**config.mk**
```make
export PLATFORM = sky130hd
export DESIGN_NAME = data_access
export DESIGN_NICKNAME = d
export VERILOG_FILES = /design/src/rtl/data_access.sv
export SDC_FILE = /design/constraint.sdc
export NUM_CORES = 1
export LEC_CHECK = 0
export ABC_AREA = 1
export CORE_UTILIZATION = 41
export CTS_CLUSTER_SIZE = 30
export DETAILED_ROUTE_END_ITERATION = 7
export PLACE_DENSITY = 0.83
export SYNTH_ARGS = -nofsm -noshare
export SYNTH_HDL_FRONTEND = slang
export SYNTH_SLANG_ARGS = --single-unit
```
**constraint.sdc**
```tcl
create_clock -name CLK -period 2.11 [get_ports CLK]
set_input_delay 0.422 -clock CLK [delete_from_list [all_inputs] [get_ports CLK]]
set_output_delay 0.422 -clock CLK [all_outputs]
set_load 0.01 [all_outputs]
```
**src/rtl/data_access.sv**
```systemverilog
// -----------------------------------------------------------------------------
// data_access -- data-memory access stage of the RV32I core.
//
// Takes one load/store request per instruction, performs a single-beat AXI4
// read or write on the data port, aligns/extends load data and reports the
// result with a one-cycle RESULT_VALID pulse. MEM_WAIT stalls the core while
// a request is in flight.
//
// Ports
//   CLK, RSTN           clock, synchronous active-low reset
//   REQ_*               request from execute (held stable while MEM_WAIT=1)
//   MEM_WAIT            stall request to the core (combinational)
//   RESULT_*, ERR_*     registered result, valid while RESULT_VALID=1
//   DBG_STATE           current FSM state (debug/observability)
//   M_AXI_*             AXI4 master, single-beat 32-bit transfers only
//
// Handshake rule for every AXI channel: a transfer happens on a rising edge
// where VALID and READY are both high. VALID is driven purely from FSM state,
// never from READY, and ADDR/DATA/STRB are held stable while VALID is high.
// -----------------------------------------------------------------------------
module data_access #(
  parameter int C_M_AXI_THREAD_ID_WIDTH = 1,
  parameter int C_M_AXI_ADDR_WIDTH      = 32,
  parameter int C_M_AXI_DATA_WIDTH      = 32
) (
  input  logic                               CLK,
  input  logic                               RSTN,
  // request
  input  logic                               REQ_VALID,
  input  logic                               REQ_WRITE,
  input  logic [2:0]                         REQ_FUNCT3,
  input  logic [31:0]                        REQ_ADDR,
  input  logic [31:0]                        REQ_WDATA,
  input  logic [4:0]                         REQ_RD,
  // status / result
  output logic                               MEM_WAIT,
  output logic                               RESULT_VALID,
  output logic [4:0]                         RESULT_RD,
  output logic [31:0]                        RESULT_DATA,
  output logic                               ERR_MISALIGN,
  output logic                               ERR_BUS,
  output logic [2:0]                         DBG_STATE,
  // AXI write address
  output logic [C_M_AXI_THREAD_ID_WIDTH-1:0] M_AXI_AWID,
  output logic [C_M_AXI_ADDR_WIDTH-1:0]      M_AXI_AWADDR,
  output logic [7:0]                         M_AXI_AWLEN,
  output logic [2:0]                         M_AXI_AWSIZE,
  output logic [1:0]                         M_AXI_AWBURST,
  output logic                               M_AXI_AWLOCK,
  output logic [3:0]                         M_AXI_AWCACHE,
  output logic [2:0]                         M_AXI_AWPROT,
  output logic [3:0]                         M_AXI_AWQOS,
  output logic [0:0]                         M_AXI_AWUSER,
  output logic                               M_AXI_AWVALID,
  input  logic                               M_AXI_AWREADY,
  // AXI write data
  output logic [C_M_AXI_DATA_WIDTH-1:0]      M_AXI_WDATA,
  output logic [C_M_AXI_DATA_WIDTH/8-1:0]    M_AXI_WSTRB,
  output logic                               M_AXI_WLAST,
  output logic [0:0]                         M_AXI_WUSER,
  output logic                               M_AXI_WVALID,
  input  logic                               M_AXI_WREADY,
  // AXI write response
  input  logic [C_M_AXI_THREAD_ID_WIDTH-1:0] M_AXI_BID,
  input  logic [1:0]                         M_AXI_BRESP,
  input  logic [0:0]                         M_AXI_BUSER,
  input  logic                               M_AXI_BVALID,
  output logic                               M_AXI_BREADY,
  // AXI read address
  output logic [C_M_AXI_THREAD_ID_WIDTH-1:0] M_AXI_ARID,
  output logic [C_M_AXI_ADDR_WIDTH-1:0]      M_AXI_ARADDR,
  output logic [7:0]                         M_AXI_ARLEN,
  output logic [2:0]                         M_AXI_ARSIZE,
  output logic [1:0]                         M_AXI_ARBURST,
  output logic                               M_AXI_ARLOCK,
  output logic [3:0]                         M_AXI_ARCACHE,
  output logic [2:0]                         M_AXI_ARPROT,
  output logic [3:0]                         M_AXI_ARQOS,
  output logic [0:0]                         M_AXI_ARUSER,
  output logic                               M_AXI_ARVALID,
  input  logic                               M_AXI_ARREADY,
  // AXI read data
  input  logic [C_M_AXI_THREAD_ID_WIDTH-1:0] M_AXI_RID,
  input  logic [C_M_AXI_DATA_WIDTH-1:0]      M_AXI_RDATA,
  input  logic [1:0]                         M_AXI_RRESP,
  input  logic                               M_AXI_RLAST,
  input  logic [0:0]                         M_AXI_RUSER,
  input  logic                               M_AXI_RVALID,
  output logic                               M_AXI_RREADY
);

  localparam int STRB_W = C_M_AXI_DATA_WIDTH / 8;

  typedef enum logic [2:0] {
    S_IDLE = 3'd0,
    S_AR   = 3'd1,
    S_R    = 3'd2,
    S_AW_W = 3'd3,
    S_B    = 3'd4,
    S_DONE = 3'd5
  } state_t;

  state_t      state_q, state_d;
  logic [31:0] addr_q, addr_d;
  logic [2:0]  funct3_q, funct3_d;
  logic [4:0]  rd_q, rd_d;
  logic [31:0] wdata_q, wdata_d;
  logic [3:0]  wstrb_q, wstrb_d;
  logic        aw_done_q, aw_done_d;
  logic        w_done_q, w_done_d;
  logic        result_valid_q, result_valid_d;
  logic [4:0]  result_rd_q, result_rd_d;
  logic [31:0] result_data_q, result_data_d;
  logic        err_misalign_q, err_misalign_d;
  logic        err_bus_q, err_bus_d;

  logic        req_legal;
  logic [31:0] store_data;
  logic [3:0]  store_strb;
  logic [31:0] rdata32;
  logic [31:0] rdata_shift;
  logic [7:0]  ld_byte;
  logic [15:0] ld_half;
  logic [31:0] load_ext;
  logic        aw_fire;
  logic        w_fire;

  // Illegal funct3 encodings are reported through the misalign flag, so they
  // are folded into the same legality check as the alignment rules.
  always_comb begin
    req_legal = 1'b0;
    case (REQ_FUNCT3)
      3'd0:    req_legal = 1'b1;
      3'd1:    req_legal = ~REQ_ADDR[0];
      3'd2:    req_legal = (REQ_ADDR[1:0] == 2'b00);
      3'd4:    req_legal = ~REQ_WRITE;
      3'd5:    req_legal = ~REQ_WRITE & ~REQ_ADDR[0];
      default: req_legal = 1'b0;
    endcase
  end

  // Narrow stores are replicated across lanes so the strobe alone selects
  // which bytes the slave writes.
  always_comb begin
    store_data = REQ_WDATA;
    store_strb = 4'b1111;
    case (REQ_FUNCT3[1:0])
      2'd0: begin
        store_data = {4{REQ_WDATA[7:0]}};
        store_strb = 4'b0001 << REQ_ADDR[1:0];
      end
      2'd1: begin
        store_data = {2{REQ_WDATA[15:0]}};
        store_strb = 4'b0011 << {REQ_ADDR[1], 1'b0};
      end
      default: begin
        store_data = REQ_WDATA;
        store_strb = 4'b1111;
      end
    endcase
  end

  // Load alignment: shift the addressed byte lane down to bit 0.
  always_comb begin
    rdata32     = M_AXI_RDATA[31:0];
    rdata_shift = rdata32 >> {addr_q[1:0], 3'b000};
    ld_byte     = rdata_shift[7:0];
    ld_half     = addr_q[1] ? rdata32[31:16] : rdata32[15:0];
    case (funct3_q)
      3'd0:    load_ext = {{24{ld_byte[7]}}, ld_byte};
      3'd4:    load_ext = {24'd0, ld_byte};
      3'd1:    load_ext = {{16{ld_half[15]}}, ld_half};
      3'd5:    load_ext = {16'd0, ld_half};
      default: load_ext = rdata32;
    endcase
  end

  assign aw_fire = M_AXI_AWVALID & M_AXI_AWREADY;
  assign w_fire  = M_AXI_WVALID & M_AXI_WREADY;

  always_comb begin
    state_d        = state_q;
    addr_d         = addr_q;
    funct3_d       = funct3_q;
    rd_d           = rd_q;
    wdata_d        = wdata_q;
    wstrb_d        = wstrb_q;
    aw_done_d      = aw_done_q;
    w_done_d       = w_done_q;
    result_valid_d = 1'b0;
    result_rd_d    = result_rd_q;
    result_data_d  = result_data_q;
    err_misalign_d = err_misalign_q;
    err_bus_d      = err_bus_q;

    case (state_q)
      S_IDLE: begin
        if (REQ_VALID) begin
          if (req_legal) begin
            addr_d    = REQ_ADDR;
            funct3_d  = REQ_FUNCT3;
            rd_d      = REQ_RD;
            wdata_d   = store_data;
            wstrb_d   = store_strb;
            aw_done_d = 1'b0;
            w_done_d  = 1'b0;
            state_d   = REQ_WRITE ? S_AW_W : S_AR;
          end else begin
            // Rejected without touching the bus.
            state_d        = S_DONE;
            result_valid_d = 1'b1;
            result_rd_d    = REQ_WRITE ? 5'd0 : REQ_RD;
            result_data_d  = 32'd0;
            err_misalign_d = 1'b1;
            err_bus_d      = 1'b0;
          end
        end
      end
      S_AR: begin
        if (M_AXI_ARREADY) state_d = S_R;
      end
      S_R: begin
        if (M_AXI_RVALID) begin
          state_d        = S_DONE;
          result_valid_d = 1'b1;
          result_rd_d    = rd_q;
          result_data_d  = (M_AXI_RRESP != 2'b00) ? 32'd0 : load_ext;
          err_misalign_d = 1'b0;
          err_bus_d      = (M_AXI_RRESP != 2'b00);
        end
      end
      S_AW_W: begin
        // AW and W complete independently; leave once both have, which may
        // be in the same cycle.
        aw_done_d = aw_done_q | aw_fire;
        w_done_d  = w_done_q | w_fire;
        if ((aw_done_q | aw_fire) & (w_done_q | w_fire)) state_d = S_B;
      end
      S_B: begin
        if (M_AXI_BVALID) begin
          state_d        = S_DONE;
          result_valid_d = 1'b1;
          result_rd_d    = 5'd0;
          result_data_d  = 32'd0;
          err_misalign_d = 1'b0;
          err_bus_d      = (M_AXI_BRESP != 2'b00);
        end
      end
      S_DONE: begin
        state_d = S_IDLE;
      end
      default: begin
        state_d = S_IDLE;
      end
    endcase
  end

  always_ff @(posedge CLK) begin
    if (!RSTN) begin
      state_q        <= S_IDLE;
      addr_q         <= 32'd0;
      funct3_q       <= 3'd0;
      rd_q           <= 5'd0;
      wdata_q        <= 32'd0;
      wstrb_q        <= 4'd0;
      aw_done_q      <= 1'b0;
      w_done_q       <= 1'b0;
      result_valid_q <= 1'b0;
      result_rd_q    <= 5'd0;
      result_data_q  <= 32'd0;
      err_misalign_q <= 1'b0;
      err_bus_q      <= 1'b0;
    end else begin
      state_q        <= state_d;
      addr_q         <= addr_d;
      funct3_q       <= funct3_d;
      rd_q           <= rd_d;
      wdata_q        <= wdata_d;
      wstrb_q        <= wstrb_d;
      aw_done_q      <= aw_done_d;
      w_done_q       <= w_done_d;
      result_valid_q <= result_valid_d;
      result_rd_q    <= result_rd_d;
      result_data_q  <= result_data_d;
      err_misalign_q <= err_misalign_d;
      err_bus_q      <= err_bus_d;
    end
  end

  // Core side. MEM_WAIT drops in DONE so the core advances on the same cycle
  // the result pulse is presented.
  assign MEM_WAIT     = REQ_VALID & (state_q != S_DONE);
  assign RESULT_VALID = result_valid_q;
  assign RESULT_RD    = result_rd_q;
  assign RESULT_DATA  = result_data_q;
  assign ERR_MISALIGN = err_misalign_q;
  assign ERR_BUS      = err_bus_q;
  assign DBG_STATE    = state_q;

  // Write channels
  assign M_AXI_AWID    = '0;
  assign M_AXI_AWADDR  = C_M_AXI_ADDR_WIDTH'({addr_q[31:2], 2'b00});
  assign M_AXI_AWLEN   = 8'd0;
  assign M_AXI_AWSIZE  = 3'b010;
  assign M_AXI_AWBURST = 2'b01;
  assign M_AXI_AWLOCK  = 1'b0;
  assign M_AXI_AWCACHE = 4'b0011;
  assign M_AXI_AWPROT  = 3'b000;
  assign M_AXI_AWQOS   = 4'b0000;
  assign M_AXI_AWUSER  = 1'b0;
  assign M_AXI_AWVALID = (state_q == S_AW_W) & ~aw_done_q;
  assign M_AXI_WDATA   = C_M_AXI_DATA_WIDTH'(wdata_q);
  assign M_AXI_WSTRB   = STRB_W'(wstrb_q);
  assign M_AXI_WLAST   = 1'b1;
  assign M_AXI_WUSER   = 1'b0;
  assign M_AXI_WVALID  = (state_q == S_AW_W) & ~w_done_q;
  assign M_AXI_BREADY  = (state_q == S_B);

  // Read channels
  assign M_AXI_ARID    = '0;
  assign M_AXI_ARADDR  = C_M_AXI_ADDR_WIDTH'({addr_q[31:2], 2'b00});
  assign M_AXI_ARLEN   = 8'd0;
  assign M_AXI_ARSIZE  = 3'b010;
  assign M_AXI_ARBURST = 2'b01;
  assign M_AXI_ARLOCK  = 1'b0;
  assign M_AXI_ARCACHE = 4'b0011;
  assign M_AXI_ARPROT  = 3'b000;
  assign M_AXI_ARQOS   = 4'b0000;
  assign M_AXI_ARUSER  = 1'b0;
  assign M_AXI_ARVALID = (state_q == S_AR);
  assign M_AXI_RREADY  = (state_q == S_R);

  // IDs, RLAST and USER fields carry no information for single-beat,
  // single-ID traffic.
  logic unused_inputs;
  assign unused_inputs = ^{M_AXI_BID, M_AXI_RID, M_AXI_RLAST, M_AXI_BUSER, M_AXI_RUSER};

endmodule

```
After elaboration in Yosys (flattened, before gate mapping)
Index checks and enable logic that the tools add are counted.
{"block": "word_totals", "regBits": 121, "in_bits": 122, "output_inout_bits": 205, "elab_cells": 106}
{"block": "op_classes", "n_eq_ne": 20, "n_shift": 3, "mux": 44, "bitwise": 13, "reduce_logical": 13}
{"cell": "$mux W32", "n": 5}
{"cell": "$pmux W32 S4", "n": 1}
{"cell": "$pmux W32 S3", "n": 1}
{"cell": "$pmux W32 S2", "n": 1}
{"cell": "$shr A32 B5 Y8", "n": 1}
{"cell": "$mux W5", "n": 5}
{"cell": "$mux W3", "n": 6}
{"cell": "$mux W16", "n": 1}
{"cell": "$eq A3 B3 Y1 const B", "n": 5}
{"cell": "$pmux W3 S5", "n": 1}
{"cell": "$pmux W5 S3", "n": 1}
{"cell": "$mux W1", "n": 14}
{"cell": "$ne A2 B2 Y1 const B", "n": 6}
{"cell": "$reduce_and A5 Y1", "n": 2}
{"cell": "$eq A3 B1 Y1 const B", "n": 3}
{"cell": "$eq A3 B2 Y1 const B", "n": 3}
{"cell": "$logic_not A3 Y1", "n": 3}
{"cell": "$pmux W1 S3", "n": 3}
{"cell": "$pmux W4 S2", "n": 1}
{"cell": "$and A1 B1 Y1", "n": 7}
{"cell": "$reduce_and A3 Y1", "n": 2}
{"cell": "$reduce_bool A2 Y1", "n": 3}
{"cell": "$pmux W1 S5", "n": 1}
{"cell": "$logic_not A2 Y1", "n": 2}
{"cell": "10 further kinds", "n": 15}

Logic depth before layout (Yosys ltp)
{"block": "depth", "depth_word": 7, "depth_mapped": 11, "depth_no_buf": 10}

Worst setup path after synthesis
OpenSTA, ideal clock, no wires.
{"block": "synth_path", "path_kind": "input to register", "startpoint": "input REQ_FUNCT3[0]", "endpoint": "register funct3_q[0]", "arrival_time_ps": 1424, "required_time_ps": 1982, "path_slack_ps": 558, "path_stages": 5, "n_path_buf": 1, "cell_sequence": "o21ai_1 nand4_1 clkbuf_1 o21ai_0 a21oi_1"}
{"block": "synth_via", "elab_chain_cells": 3}
{"item": "start: declaration", "line": "31", "text": "input logic [2:0] REQ_FUNCT3,"}
{"item": "$eq A3 B3 Y1 (tied with other cells)", "line": "132", "text": "case (REQ_FUNCT3)"}
{"item": "$pmux W1 S5", "line": "132"}
{"item": "$reduce_and A3 Y1 (no line)"}
{"item": "end signal: assignment", "line": "276", "text": "funct3_q <= funct3_d;"}
{"item": "end: declaration", "line": "105", "text": "logic [2:0] funct3_q, funct3_d;"}
Several ways; a longest one is shown, not always the timed one.
A chain may end at the register's enable or synchronous reset.

Worst setup path in the final report
{"block": "layout_path", "startpoint": "register state_q[2] (netlist: DBG_STATE[2])", "endpoint": "output M_AXI_ARVALID"}
{"block": "layout_via", "elab_chain_cells": 1}
{"item": "start: declaration", "line": "103", "text": "state_t state_q, state_d;"}
{"item": "start signal: assignment", "line": "274", "text": "state_q <= state_d;"}
{"item": "$eq A3 B1 Y1", "line": "330", "text": "assign M_AXI_ARVALID = (state_q == S_AR);"}
{"item": "end: declaration", "line": "80", "text": "output logic M_AXI_ARVALID,"}
No other way between the ends.

==> results.md <==
- Worst slew pin tran: approximately 0.93 ns
- Avg Cell Area, Syn: between 6 and 7 um2
- Clock Pin Slew Worst Setup and Hold Paths: approximately 0.06 ns
- R2R cell count: 9
- DRT iter0 DRCs: 461
- Highest clock rate: ~0.50 GHz
- Antenna violations before repair: 0
- Final Max Tran Viols: 0
- Total GRT Usage: 0.2401
- Largest net degree at the start of global routing: 53
- Yosys warnings: 0
- Overall power: ~9.4 mW
- Req. time, crit path: 1.69 ns
- Number of max-cap violations: 0
- WL/cell: about 14 um
- Final HPWL DP: 14820 um
- Final #Nets: 1320
- Library cells used by synthesis: 30
- Seq cells post-synth: 121
- Synth-to-Final Area Change: 45.66%
- EDFF count, synth: 0
- Worst VDD drop: 0.6646 mV
- Type of the worst setup path: reg -> out
- Clock Tree Root: clkbuf_16
- Main synth FF type: dfxtp_1
- Die area: 16670 um2
- Via count: roughly 6800
- DP Area: 8986 um2
- Port Buffer Count: 261
- Antenna diodes: 0
- DR DRC count: 0
- Placed cell count: between 1000 and 1500
- DRT Pass-1 Iters: 5
- Final setup violation count: 0
- Antenna viol nets, final: 0
- Worst R2R Start: DBG_STATE[1]$_SDFFE_PN0P_
- Critical Path Source: DBG_STATE[2]$_SDFFE_PN0P_
- Status: completed
- PD cells: around 1000 nW/um2
- Clock sink count: about 120
- CTS Buffer Depth: 2
- Share of the synthesized area in the top cell type: 0.3658
- Cell taking the most area after synthesis: dfxtp_1
- Htree depth: 4
- CP Max Fanout: 6
- Final Critical Period: about 2 ns
- Asr flop ratio synth: 0
- RSZ-0062 raised after global routing: false
- Critical Path Sink: M_AXI_ARVALID
- Most common cell in the netlist: nand2_1
- Post-CTS setup buffers: 0
- GR Overflow Total: 0
- Seq/Total Area, Yosys: 0.3658
- Crit path arrival time: approximately 1.6 ns
- Fin area: between 9000 and 10000 um2
- Core footprint: approximately 16000 um2
- Vias in the first global route: approximately 6300
- Setup slack, reg-to-reg: about 0.45 ns
- Row count: between 40 and 50
- Routed WL: between 20000 and 25000 um
- Largest cells by area after synthesis: dfxtp_1 37%, buf_4 14%, nand2_1 14%
- First-pass GRT wire length: 30830 um
- Share of cells above drive strength 1: 0.08258
- Post-Syn Instances: a little under 1000
- Initial core utilization: 0.4184
- Die X: about 130 um
- Fin cells: roughly 1400
- Vias per inst: approximately 4.7
- Hold WC Path Type: reg -> reg
- Most common library cells after synthesis: 240 x nand2_1, 137 x nor2_1, 123 x buf_4
- Routability cong.: 0.9727
- Period Utilization, post-route: 0.9458
- Clock latency on the worst-skew pair: around 0.42 ns
- Clock Skews: just under 0.009 ns
- Die Y: around 130 um
- Final hold violation count: 0
- Startpoint Class: flip-flop
- Critical Path End Type: output port
- IO Pins: around 330
- Leak: 3.926 nW
- Num CTS Buffers: 17
- Syn Std Cell Area: about 6600 um2
- Max-slew headroom: 0.3784
- Final Core Density: 0.6095
- CTS tree: done
- Crit Reg-Reg Endpoint: RESULT_DATA[3]$_SDFFE_PN0P_
registers in the layout, indices dropped and copies added, names as in the netlist:
signal / cells
M_AXI_WDATA: 32
RESULT_DATA: 32
addr_q: 32
RESULT_RD: 5
rd_q: 5
M_AXI_WSTRB: 4
DBG_STATE: 3
funct3_q: 3
ERR_BUS: 1
ERR_MISALIGN: 1
RESULT_VALID: 1
aw_done_q: 1
w_done_q: 1
timing repair:
item | 4_1_cts | 5_1_grt
hold buffers | 0 | 0
setup endpoints to repair | 6 | 4
pin swaps | 1 | 0
gates resized for setup | 7 | 6
power breakdown:
| part | switching [mW] | leakage [nW] | internal (mW) |
|---|---|---|---|
| sequential | 0.215 | 0.984 | 2.60 |
| clock | 1.10 | 0.305 | 2.02 |
| combinational | 1.88 | 2.64 | 1.58 |
cells by family after synthesis:
| kind of cell | share of synthesized area |
|---|---|
| AND/OR/NAND/NOR | 0.2679 |
| AO/OA/AOI/OAI | 0.1502 |
| buffers and inverters | 0.2150 |
| other | 0.001134 |
| flip-flops | 0.3658 |
cells in the final DEF, fill, tap and decap left out, drive strengths merged, types with 3 or more instances in the layout:
master and count:
buf 35, nand2 241, nor3 5, clkbuf 19, bufinv 4, a21oi 109, o211ai 18, clkdlybuf4s50 255
clkinv 5, conb 60, nand3 31, dlygate4sd2 3, o21ai 51, nor2 142, inv 81, dlymetal6s2s 3
o22ai 4, dfxtp 121, or2 15
area by class of cell:
type                    count  area, um2
multi-input cells         683       3009
well taps                 216      270.3
clock inverters            13      192.7
clock buffers              19      442.9
flip-flops and latches    121       2429
fillers                  1414       6181
inverters                  79      299.0
repair buffers            296       3004
metrics by stage:
stage | hold WS [ns] | setup slack (ns) | TNS (ns)
2_1_floorplan | 0.4298 | 0.5580 | 0
3_3_place_gp | 0.4388 | -0.03532 | -0.2885
4_1_cts | 0.4581 | 0.01946 | 0
6_report | 0.4577 | 0.1144 | 0
5_1_grt | 0.4836 | 0.03510 | 0
3_5_place_dp | 0.4499 | -0.1462 | -1.816
worst max-delay path: stages (launching register included):
cell and delay [ns]:
dfxtp_2 0.36, inv_2 0.11, nand3_2 0.11, inv_1 0.07, clkdlybuf4s50_1 0.52
worst min-delay path by stage:
stage | to | slack, ns | from | cells past startpoint
2_1_floorplan | rd_q[0]$_SDFFE_PN0P_ | 0.43 | rd_q[0]$_SDFFE_PN0P_ | 2
5_1_grt | M_AXI_WDATA[7]$_SDFFE_PN0P_ | 0.48 | M_AXI_WDATA[7]$_SDFFE_PN0P_ | 2
3_3_place_gp | rd_q[0]$_SDFFE_PN0P_ | 0.44 | rd_q[0]$_SDFFE_PN0P_ | 2
3_5_place_dp | rd_q[0]$_SDFFE_PN0P_ | 0.45 | rd_q[0]$_SDFFE_PN0P_ | 2
6_report | rd_q[0]$_SDFFE_PN0P_ | 0.46 | rd_q[0]$_SDFFE_PN0P_ | 2
4_1_cts | rd_q[0]$_SDFFE_PN0P_ | 0.46 | rd_q[0]$_SDFFE_PN0P_ | 2
metal layers:
metal | global-route usage | vias to the layer above | wire length [um]
met5 | 0 | - | 0
met4 | 0.09412 | 0 | 484
met3 | 0.08629 | 45 | 1951
met2 | 0.4124 | 311 | 9855
met1 | 0.2719 | 3055 | 8106
li1 | - | 3365 | -
Note: power is estimated with default switching activity, not from simulation.
